$ cat src/rtl/ddrx_cmd_sched.sv
// ddrx_cmd_sched
// Closed-page DDRx command scheduler for nasti_ddrx_mc. It arbitrates between
// one read and one write request stream and inserts periodic auto-refresh.
// Each access goes out as ACT followed by RD/WR with auto-precharge, and the
// configured DRAM timing gaps are enforced between commands.
// Everything runs in the core_clk domain.
//
// Ports
//   core_clk, core_arstn     : clock (rising edge), async active-low reset
//   init_done                : DFI init complete; no commands issue while low
//   rd_valid/rd_ready        : read request handshake (ready is combinational)
//   rd_bank/rd_row/rd_col    : read target
//   wr_valid/wr_ready        : write request handshake (ready is combinational)
//   wr_bank/wr_row/wr_col    : write target
//   dfi_address, dfi_bank    : registered DFI command address / bank
//   dfi_cs_n .. dfi_we_n     : registered DFI command strobes
//   rd_issue, wr_issue       : one-cycle pulse alongside the RD/WR command
//   ref_busy                 : high from the REF command to the end of tRFC
module ddrx_cmd_sched #(
    parameter int C_DFI_ADDR_WIDTH = 14,
    parameter int C_DFI_BANK_WIDTH = 3,
    parameter int C_TRCD           = 4,
    parameter int C_TPOST          = 8,
    parameter int C_TRFC           = 32,
    parameter int C_TREFI          = 3120,
    parameter int C_WR_STARVE      = 8
) (
    input  logic                          core_clk,
    input  logic                          core_arstn,
    input  logic                          init_done,
    input  logic                          rd_valid,
    output logic                          rd_ready,
    input  logic [C_DFI_BANK_WIDTH-1:0]   rd_bank,
    input  logic [C_DFI_ADDR_WIDTH-1:0]   rd_row,
    input  logic [C_DFI_ADDR_WIDTH-2:0]   rd_col,
    input  logic                          wr_valid,
    output logic                          wr_ready,
    input  logic [C_DFI_BANK_WIDTH-1:0]   wr_bank,
    input  logic [C_DFI_ADDR_WIDTH-1:0]   wr_row,
    input  logic [C_DFI_ADDR_WIDTH-2:0]   wr_col,
    output logic [C_DFI_ADDR_WIDTH-1:0]   dfi_address,
    output logic [C_DFI_BANK_WIDTH-1:0]   dfi_bank,
    output logic                          dfi_cs_n,
    output logic                          dfi_ras_n,
    output logic                          dfi_cas_n,
    output logic                          dfi_we_n,
    output logic                          rd_issue,
    output logic                          wr_issue,
    output logic                          ref_busy
);

    localparam int A  = C_DFI_ADDR_WIDTH;
    localparam int B  = C_DFI_BANK_WIDTH;
    localparam int CW = $clog2(C_TRCD + C_TPOST + C_TRFC + 1);
    localparam int TW = $clog2(C_TREFI + 1);
    localparam int SW = $clog2(C_WR_STARVE + 1);

    // {cs_n, ras_n, cas_n, we_n}
    localparam logic [3:0] CMD_NOP   = 4'b0111;
    localparam logic [3:0] CMD_ACT   = 4'b0011;
    localparam logic [3:0] CMD_RD    = 4'b0101;
    localparam logic [3:0] CMD_WR    = 4'b0100;
    localparam logic [3:0] CMD_REF   = 4'b0001;
    localparam logic [3:0] CMD_DESEL = 4'b1111;

    // Wait counters count down to zero; RCD has one cycle fewer because the
    // CAS state itself supplies the final cycle of the ACT-to-CAS gap.
    localparam logic [CW-1:0] RCD_LOAD  = CW'((C_TRCD > 1) ? C_TRCD - 2 : 0);
    localparam logic [CW-1:0] POST_LOAD = CW'(C_TPOST - 1);
    localparam logic [CW-1:0] RFC_LOAD  = CW'(C_TRFC - 1);
    localparam logic [TW-1:0] REFI_LOAD = TW'(C_TREFI - 1);
    localparam logic [SW-1:0] STARVE_MAX = SW'(C_WR_STARVE);

    typedef enum logic [2:0] {
        RESET_WAIT,
        IDLE,
        RCD,
        CAS,
        POST,
        REF_WAIT
    } state_t;

    state_t          state_q, state_d;
    logic [CW-1:0]   cnt_q, cnt_d;
    logic [TW-1:0]   refi_q;
    logic            ref_pend_q;
    logic [SW-1:0]   starve_q;
    logic [B-1:0]    lat_bank_q;
    logic [A-2:0]    lat_col_q;
    logic            lat_wr_q;
    logic [3:0]      cmd_q, cmd_d;
    logic [A-1:0]    addr_d;
    logic [B-1:0]    bank_d;
    logic            rd_issue_d, wr_issue_d, ref_busy_d;
    logic            ref_issue;
    logic            arb_ok, rd_win, wr_win, refi_expire;

    // Requests are only considered in IDLE with refresh not pending; a write
    // wins when no read is waiting or once reads have starved it long enough.
    assign arb_ok   = (state_q == IDLE) && init_done && !ref_pend_q;
    assign wr_win   = arb_ok && wr_valid && (!rd_valid || (starve_q == STARVE_MAX));
    assign rd_win   = arb_ok && rd_valid && !wr_win;
    assign rd_ready = rd_win;
    assign wr_ready = wr_win;

    assign refi_expire = init_done && (refi_q == '0);

    assign {dfi_cs_n, dfi_ras_n, dfi_cas_n, dfi_we_n} = cmd_q;

    // Next state and the next value of every registered DFI output. The
    // address and bank hold their last value through NOP cycles.
    always_comb begin
        state_d    = state_q;
        cnt_d      = cnt_q;
        cmd_d      = CMD_NOP;
        addr_d     = dfi_address;
        bank_d     = dfi_bank;
        rd_issue_d = 1'b0;
        wr_issue_d = 1'b0;
        ref_busy_d = 1'b0;
        ref_issue  = 1'b0;
        case (state_q)
            RESET_WAIT: begin
                cmd_d = CMD_DESEL;
                if (init_done) state_d = IDLE;
            end
            IDLE: begin
                if (!init_done) begin
                    state_d = RESET_WAIT;
                end else if (ref_pend_q) begin
                    cmd_d      = CMD_REF;
                    addr_d     = '0;
                    ref_issue  = 1'b1;
                    ref_busy_d = 1'b1;
                    cnt_d      = RFC_LOAD;
                    state_d    = REF_WAIT;
                end else if (rd_win || wr_win) begin
                    cmd_d   = CMD_ACT;
                    addr_d  = wr_win ? wr_row : rd_row;
                    bank_d  = wr_win ? wr_bank : rd_bank;
                    cnt_d   = RCD_LOAD;
                    state_d = (C_TRCD > 1) ? RCD : CAS;
                end
            end
            RCD: begin
                if (cnt_q == '0) state_d = CAS;
                else             cnt_d   = cnt_q - CW'(1);
            end
            CAS: begin
                cmd_d      = lat_wr_q ? CMD_WR : CMD_RD;
                addr_d     = {lat_col_q[A-2:10], 1'b1, lat_col_q[9:0]};
                bank_d     = lat_bank_q;
                rd_issue_d = !lat_wr_q;
                wr_issue_d = lat_wr_q;
                cnt_d      = POST_LOAD;
                state_d    = POST;
            end
            POST: begin
                if (cnt_q == '0) state_d = init_done ? IDLE : RESET_WAIT;
                else             cnt_d   = cnt_q - CW'(1);
            end
            REF_WAIT: begin
                ref_busy_d = 1'b1;
                if (cnt_q == '0) state_d = init_done ? IDLE : RESET_WAIT;
                else             cnt_d   = cnt_q - CW'(1);
            end
            default: begin
                cmd_d   = CMD_DESEL;
                state_d = RESET_WAIT;
            end
        endcase
    end

    // FSM state, wait counter and all registered DFI-side outputs.
    always_ff @(posedge core_clk or negedge core_arstn) begin
        if (!core_arstn) begin
            state_q     <= RESET_WAIT;
            cnt_q       <= '0;
            cmd_q       <= CMD_DESEL;
            dfi_address <= '0;
            dfi_bank    <= '0;
            rd_issue    <= 1'b0;
            wr_issue    <= 1'b0;
            ref_busy    <= 1'b0;
        end else begin
            state_q     <= state_d;
            cnt_q       <= cnt_d;
            cmd_q       <= cmd_d;
            dfi_address <= addr_d;
            dfi_bank    <= bank_d;
            rd_issue    <= rd_issue_d;
            wr_issue    <= wr_issue_d;
            ref_busy    <= ref_busy_d;
        end
    end

    // The granted request's bank, column and direction are held for the CAS
    // command; the row is consumed directly by the ACT.
    always_ff @(posedge core_clk or negedge core_arstn) begin
        if (!core_arstn) begin
            lat_bank_q <= '0;
            lat_col_q  <= '0;
            lat_wr_q   <= 1'b0;
        end else if (rd_win || wr_win) begin
            lat_bank_q <= wr_win ? wr_bank : rd_bank;
            lat_col_q  <= wr_win ? wr_col : rd_col;
            lat_wr_q   <= wr_win;
        end
    end

    // Refresh interval timer. An expiry while a refresh is already pending
    // simply re-asserts the flag, so back-to-back expiries collapse into one.
    always_ff @(posedge core_clk or negedge core_arstn) begin
        if (!core_arstn) begin
            refi_q     <= REFI_LOAD;
            ref_pend_q <= 1'b0;
        end else begin
            if (init_done) begin
                refi_q <= (refi_q == '0) ? REFI_LOAD : refi_q - TW'(1);
            end
            if (refi_expire)    ref_pend_q <= 1'b1;
            else if (ref_issue) ref_pend_q <= 1'b0;
        end
    end

    // Write starvation counter: reads granted while a write waits push it up
    // to the limit, at which point the next arbitration goes to the write.
    always_ff @(posedge core_clk or negedge core_arstn) begin
        if (!core_arstn) begin
            starve_q <= '0;
        end else if (wr_win) begin
            starve_q <= '0;
        end else if (rd_win && wr_valid && (starve_q != STARVE_MAX)) begin
            starve_q <= starve_q + SW'(1);
        end
    end

endmodule

$ cat config.mk
export PLATFORM = sky130hd
export DESIGN_NAME = ddrx_cmd_sched
export DESIGN_NICKNAME = d
export VERILOG_FILES = /design/src/rtl/ddrx_cmd_sched.sv
export SDC_FILE = /design/constraint.sdc
export NUM_CORES = 1
export LEC_CHECK = 0
export CAP_MARGIN = 15
export CORE_MARGIN = 2
export CORE_UTILIZATION = 35
export DETAILED_ROUTE_END_ITERATION = 10
export PLACE_DENSITY = 0.71
export SYNTH_ARGS = -nofsm -noshare
export SYNTH_HDL_FRONTEND = slang
export SYNTH_SLANG_ARGS = --single-unit
$ cat constraint.sdc
create_clock -name core_clk -period 2.6 [get_ports core_clk]
set_clock_uncertainty 0.2 [all_clocks]
set_input_delay 0.39 -clock core_clk [delete_from_list [all_inputs] [get_ports core_clk]]
set_output_delay 0.39 -clock core_clk [all_outputs]
set_load 0.02 [all_outputs]
Word-level counts from Yosys, hierarchy flattened
Cells that the tools add are included.
- register bits: 67
- input bits: 65
- output and inout bits: 26
- add/subtract/negate cells: 3
- eq/ne operators: 16
- mux-type cells: 40
- reductions and logical operators: 28
- operators by type and width (cell ; count):
    $mux W14 ; 4
    $mux W3 ; 13
    $pmux W14 S2 ; 1
    $mux W6 ; 4
    $pmux W6 S3 ; 1
    $pmux W3 S5 ; 1
    $mux W13 ; 1
    $logic_not A12 Y1 ; 1
    $mux W12 ; 1
    $pmux W4 S3 ; 1
    $reduce_and A4 Y1 ; 3
    $sub A12 B1 Y12 const B ; 1
    $ne A2 B2 Y1 const B ; 5
    $logic_and A1 B1 Y1 ; 9
    $mux W1 ; 9
    $mux W4 ; 2
    $eq A3 B2 Y1 const B ; 2
    $eq A3 B3 Y1 const B ; 2
    $logic_not A6 Y1 ; 1
    $pmux W3 S2 ; 1
    $reduce_bool A2 Y1 ; 3
    $sub A6 B1 Y6 const B ; 1
    $add A4 B1 Y4 const B ; 1
    $eq A4 B4 Y1 const B ; 1
    other kinds (13) ; 18

Logic depth before layout (Yosys ltp)
- word-level depth: 12
- mapped depth: 8
- mapped depth without buffers: 6

Least setup slack after synthesis
No wires, ideal clock.
- path type: register to output
- from: reg starve_q[0]
- to: out rd_ready
- arrival: 1587 ps
- path slack: 423 ps
- stages on the path, launching flop included: 8
- buffers on the path: 2
- cell sequence: dfrtp_1 inv_1 ha_1 nand3b_1 a211oi_4 buf_6 buf_4 nor2_1
- longest elaborated chain between the ends: 5
- ends and longest elaborated chain (what ; RTL line ; text):
    start, declared ; 87 ; logic [SW-1:0] starve_q;
    start signal, assigned ; 234 ; starve_q <= starve_q + SW'(1);
    $eq A4 B4 Y1 ; 101 ; assign wr_win = arb_ok && wr_valid && (!rd_valid || (starve_q == STARVE_MAX));
    $logic_or A1 B1 Y1 ; 101 ;
    $logic_and A1 B1 Y1 ; 101 ;
    named net wr_ready ; 37 ; output logic wr_ready,
    $logic_not A1 Y1 ; 102 ; assign rd_win = arb_ok && rd_valid && !wr_win;
    $logic_and A1 B1 Y1 ; 102 ;
    end, declared ; 32 ; output logic rd_ready,
The timed path passes the listed nets, and every way through them passes these cells.

Worst setup path in the final report
- from: reg starve_q[0]
- to: out rd_ready
- longest elaborated chain between the ends: 5
- ends and longest elaborated chain (what ; RTL line):
    $eq A4 B4 Y1 ; 101
    $logic_or A1 B1 Y1 ; 101
    $logic_and A1 B1 Y1 ; 101
    $logic_not A1 Y1 ; 102
    $logic_and A1 B1 Y1 ; 102
No other way between the ends.

==> impl_results.md <==
- Simple-gate portion of the synthesized area: 18.8%
- Leak: 2.02 nW
- Layout area overhead: 37.5%
- Synth Cell Area: 3600 sq um
- Setup violations, final: 0
- Sequential element share of the synthesized area: 47.0%
- Worst VDD drop: 0.331 mV
- Worst Setup End Kind: primary output
- Worst Reg-to-Reg Cells: 8
- Vias: 3,043
- Fillers: 952
- Psw: 1.85 mW
- Tcrit/Tclk final: 95.2%
- Final #Nets: 531
- Worst-Skew Late Latency: 350 ps
- Die Width: 105 um
- Main synth FF type: dfrtp_1
- CTS tree: yes
- Worst-path fanout max: 4
- Synthesized flop and latch total: 67
- WL final: 8.89 mm
- Final Hold Vio Count: 0
- Total CTS buffers: 9
- Reg2reg start: starve_q[0]$_DFFE_PN0P_
- Final setup TNS: 0 ps
- Power density cells: 990 nW/um^2
- Global-route wire length before repair: 14.6 mm
- Clock Root Buffer: clkbuf_8
- Crit path kind: reg2out
- GR Util All Layers: 16.5%
- # port buffers: 90
- Min Tclk post-route: 2470 ps
- Ratio of cells with drive above 1 in the final layout: 15.5%
- Worst setup SP type: flip-flop
- Int Power: 3.05 mW
- Logic pwr share: 44.9%
- RSZ-0062 raised after global routing: no
- Max Cap Viol: 0
- Maximum clock path buffer count: 2
- Synth Instances: 354
- Hold EP: rd_issue$_DFF_PN0_
- DP HPWL: 6.55 mm
- Status: finished, final reports clean
- Fin. max-slew vios: 0
- DR WL/cell: 14.8 um
- Max Fclk: 404 MHz
- Main combinational cell family by area after synthesis: simple AND/OR/NAND/NOR gates
- CTS Sinks: 67
- Final Power: 4.90 mW
- Synth Area in Compound Gates: 16.4%
- Post-synth EDFFs: 0
- Worst-margin pin slew: 647 ps
- Initial antenna violation count: 0
- Vias/cell: 5.06
- Cell Rows: 37
- TritonRoute pass-1 iters: 4
- Num ports: 91
- Post-Synth Adder-Cell Area: 2.09%
- Hold Path Stages: 1
- Critical path data arrival time: 1880 ps
- Post-synthesis async set-or-reset flop share: 100%
- Sw Ratio: 37.7%
- Hold wc startpoint: lat_wr_q$_DFFE_PN0P_
- Hold slack: 250 ps
- Clock network fraction of total power: 16.0%
- Count of cell types in the netlist: 58
- Net Count, Synth: 425
- Ant diodes: 0
- Reg2reg setup slack: 260 ps
- Ys Warns: 0
- Worst EP required: 2010 ps
- H-tree levels: 3
- Util after Layout: 48.8%
- Setup WS post-layout: 126 ps
- Core area: 10,100 sq um
- Largest net degree at the start of global routing: 42
- Vias in the first global route: 3,080
- Mean post-synth cell area: 10.2 sq um
- Clk slew on worst S/H paths: 70 ps
- Iter 0 DRT Violations: 120
- Xor/xnor share of the synthesized area: 2.19%
- RR Endpoint: dfi_address[8]$_DFFE_PN0P_
- # DRC: 0
- Reg power frac: 39.1%
- ANT nets after route: 0
- Post-synthesis mux area share: 8.77%
- Setup slack at placement: -17.6 ps
- GR Overflow Total: 0
- DIE HEIGHT: 105 um
- Gpl congestion: 0.791
- Worst Hold Class: reg2reg
- Rel. slew slack: 56.9%
- Total die area: 11,100 sq um
- Initial Utilization: 35.5%
## flip-flops by register name, indices dropped and copies added (netlist names)
name         count
cmd_q            4
cnt_q            6
dfi_address     14
dfi_bank         3
lat_bank_q       3
lat_col_q       13
lat_wr_q         1
rd_issue         1
ref_busy         1
ref_pend_q       1
refi_q          12
starve_q         4
state_q          3
wr_issue         1
## final cells by class
type	count	area, sq um	share of cell area, %
tap	136	170	3.44
sequential	67	1690	34.2
clock buffer	11	151	3.06
timing repair buffer	116	1130	22.8
inverter	11	41.3	0.835
clock inverter	5	27.5	0.556
multi-input combinational	255	1740	35.1
## Yosys cell counts (all sizes together), types with 5 or more instances
master | n | area share [%]
a21oi | 26 | 3.7
a32oi | 5 | 1.2
buf | 16 | 3.1
clkbuf | 5 | 0.52
dfrtp | 56 | 39
dfstp | 11 | 8.0
ha | 6 | 2.1
inv | 11 | 1.1
mux2i | 27 | 7.5
nand2 | 34 | 3.5
nand3 | 7 | 0.97
nand3b | 6 | 1.3
nor2 | 30 | 3.1
nor2b | 7 | 1.2
nor3 | 7 | 0.97
o21ai | 19 | 2.7
o22ai | 13 | 3.7
xor2 | 5 | 1.2
## routing by layer
| layer | track usage, % | vias up | wire [um] |
|---|---|---|---|
| li1 | - | 1476 | - |
| met1 | 20.3 | 1461 | 3740 |
| met2 | 28.2 | 92 | 4440 |
| met3 | 3.90 | 14 | 579 |
| met4 | 5.62 | 0 | 131 |
| met5 | 0 | - | 0 |
## stage by stage
step | cell area (sq um) | std cells
after CTS | 4950 | 601
after detailed placement | 4750 | 583
after floorplan | 3600 | 354
final | 4950 | 601
after global routing | 4950 | 601
after global placement | 4750 | 583
## worst max-delay path, cell delays in order (launching register included)
cell             delay (ps)
dfrtp_1                 410
inv_1                    90
ha_1                    140
nand3b_1                170
a211oi_4                340
nor2_1                   80
clkdlybuf4s15_1         290
## worst max-delay path by stage
stage	cells after the start	from	endpoint	slack [ps]
final	6	starve_q[0]$_DFFE_PN0P_	rd_ready	130
after global routing	6	starve_q[0]$_DFFE_PN0P_	rd_ready	4
after CTS	6	starve_q[0]$_DFFE_PN0P_	wr_ready	20
after detailed placement	4	init_done	wr_ready	-20
after global placement	4	init_done	wr_ready	-9
after floorplan	7	starve_q[0]$_DFFE_PN0P_	rd_ready	420
## cell families after synthesis
logic type,after synthesis
compound gates,84
simple gates,125
xor+xnor,9
buf+inv,32
flops,67
fa+ha+maj,6
mux,31
## cells in the final DEF, fill, tap and decap left out, types with 5 or more instances in the layout
| cell | n |
|---|---|
| dfrtp_1 | 56 |
| nand3_1 | 7 |
| o21ai_1 | 15 |
| nor3_1 | 7 |
| nand3b_1 | 6 |
| mux2i_1 | 27 |
| a21oi_1 | 25 |
| o22ai_2 | 8 |
| a32oi_1 | 5 |
| clkbuf_8 | 11 |
| o22ai_1 | 5 |
| inv_1 | 11 |
| nor2_1 | 30 |
| clkdlybuf4s50_1 | 87 |
| xor2_1 | 5 |
| buf_4 | 21 |
| nor2b_1 | 7 |
| nand2_1 | 34 |
| dfstp_2 | 11 |
| ha_1 | 6 |
## power by group through the flow
| stage | sequential (mW) | combinational [mW] | clock, mW |
|---|---|---|---|
| after global routing | 1.97 | 2.42 | 0.849 |
| final | 1.91 | 2.20 | 0.784 |
| after floorplan | 2.03 | 1.27 | 0 |
| after global placement | 1.91 | 2.14 | 0 |
| after detailed placement | 1.93 | 2.21 | 0 |
| after CTS | 1.91 | 2.22 | 0.811 |
## what timing repair did
item	CTS	global route
hold buffers	1	0
setup endpoints to repair	2	2
gates cloned	0	0
buffers inserted	1	0
hold endpoints to repair	23	0
resized for setup	2	4
pin swaps	1	1
Note: power is estimated with default switching activity, not from simulation.
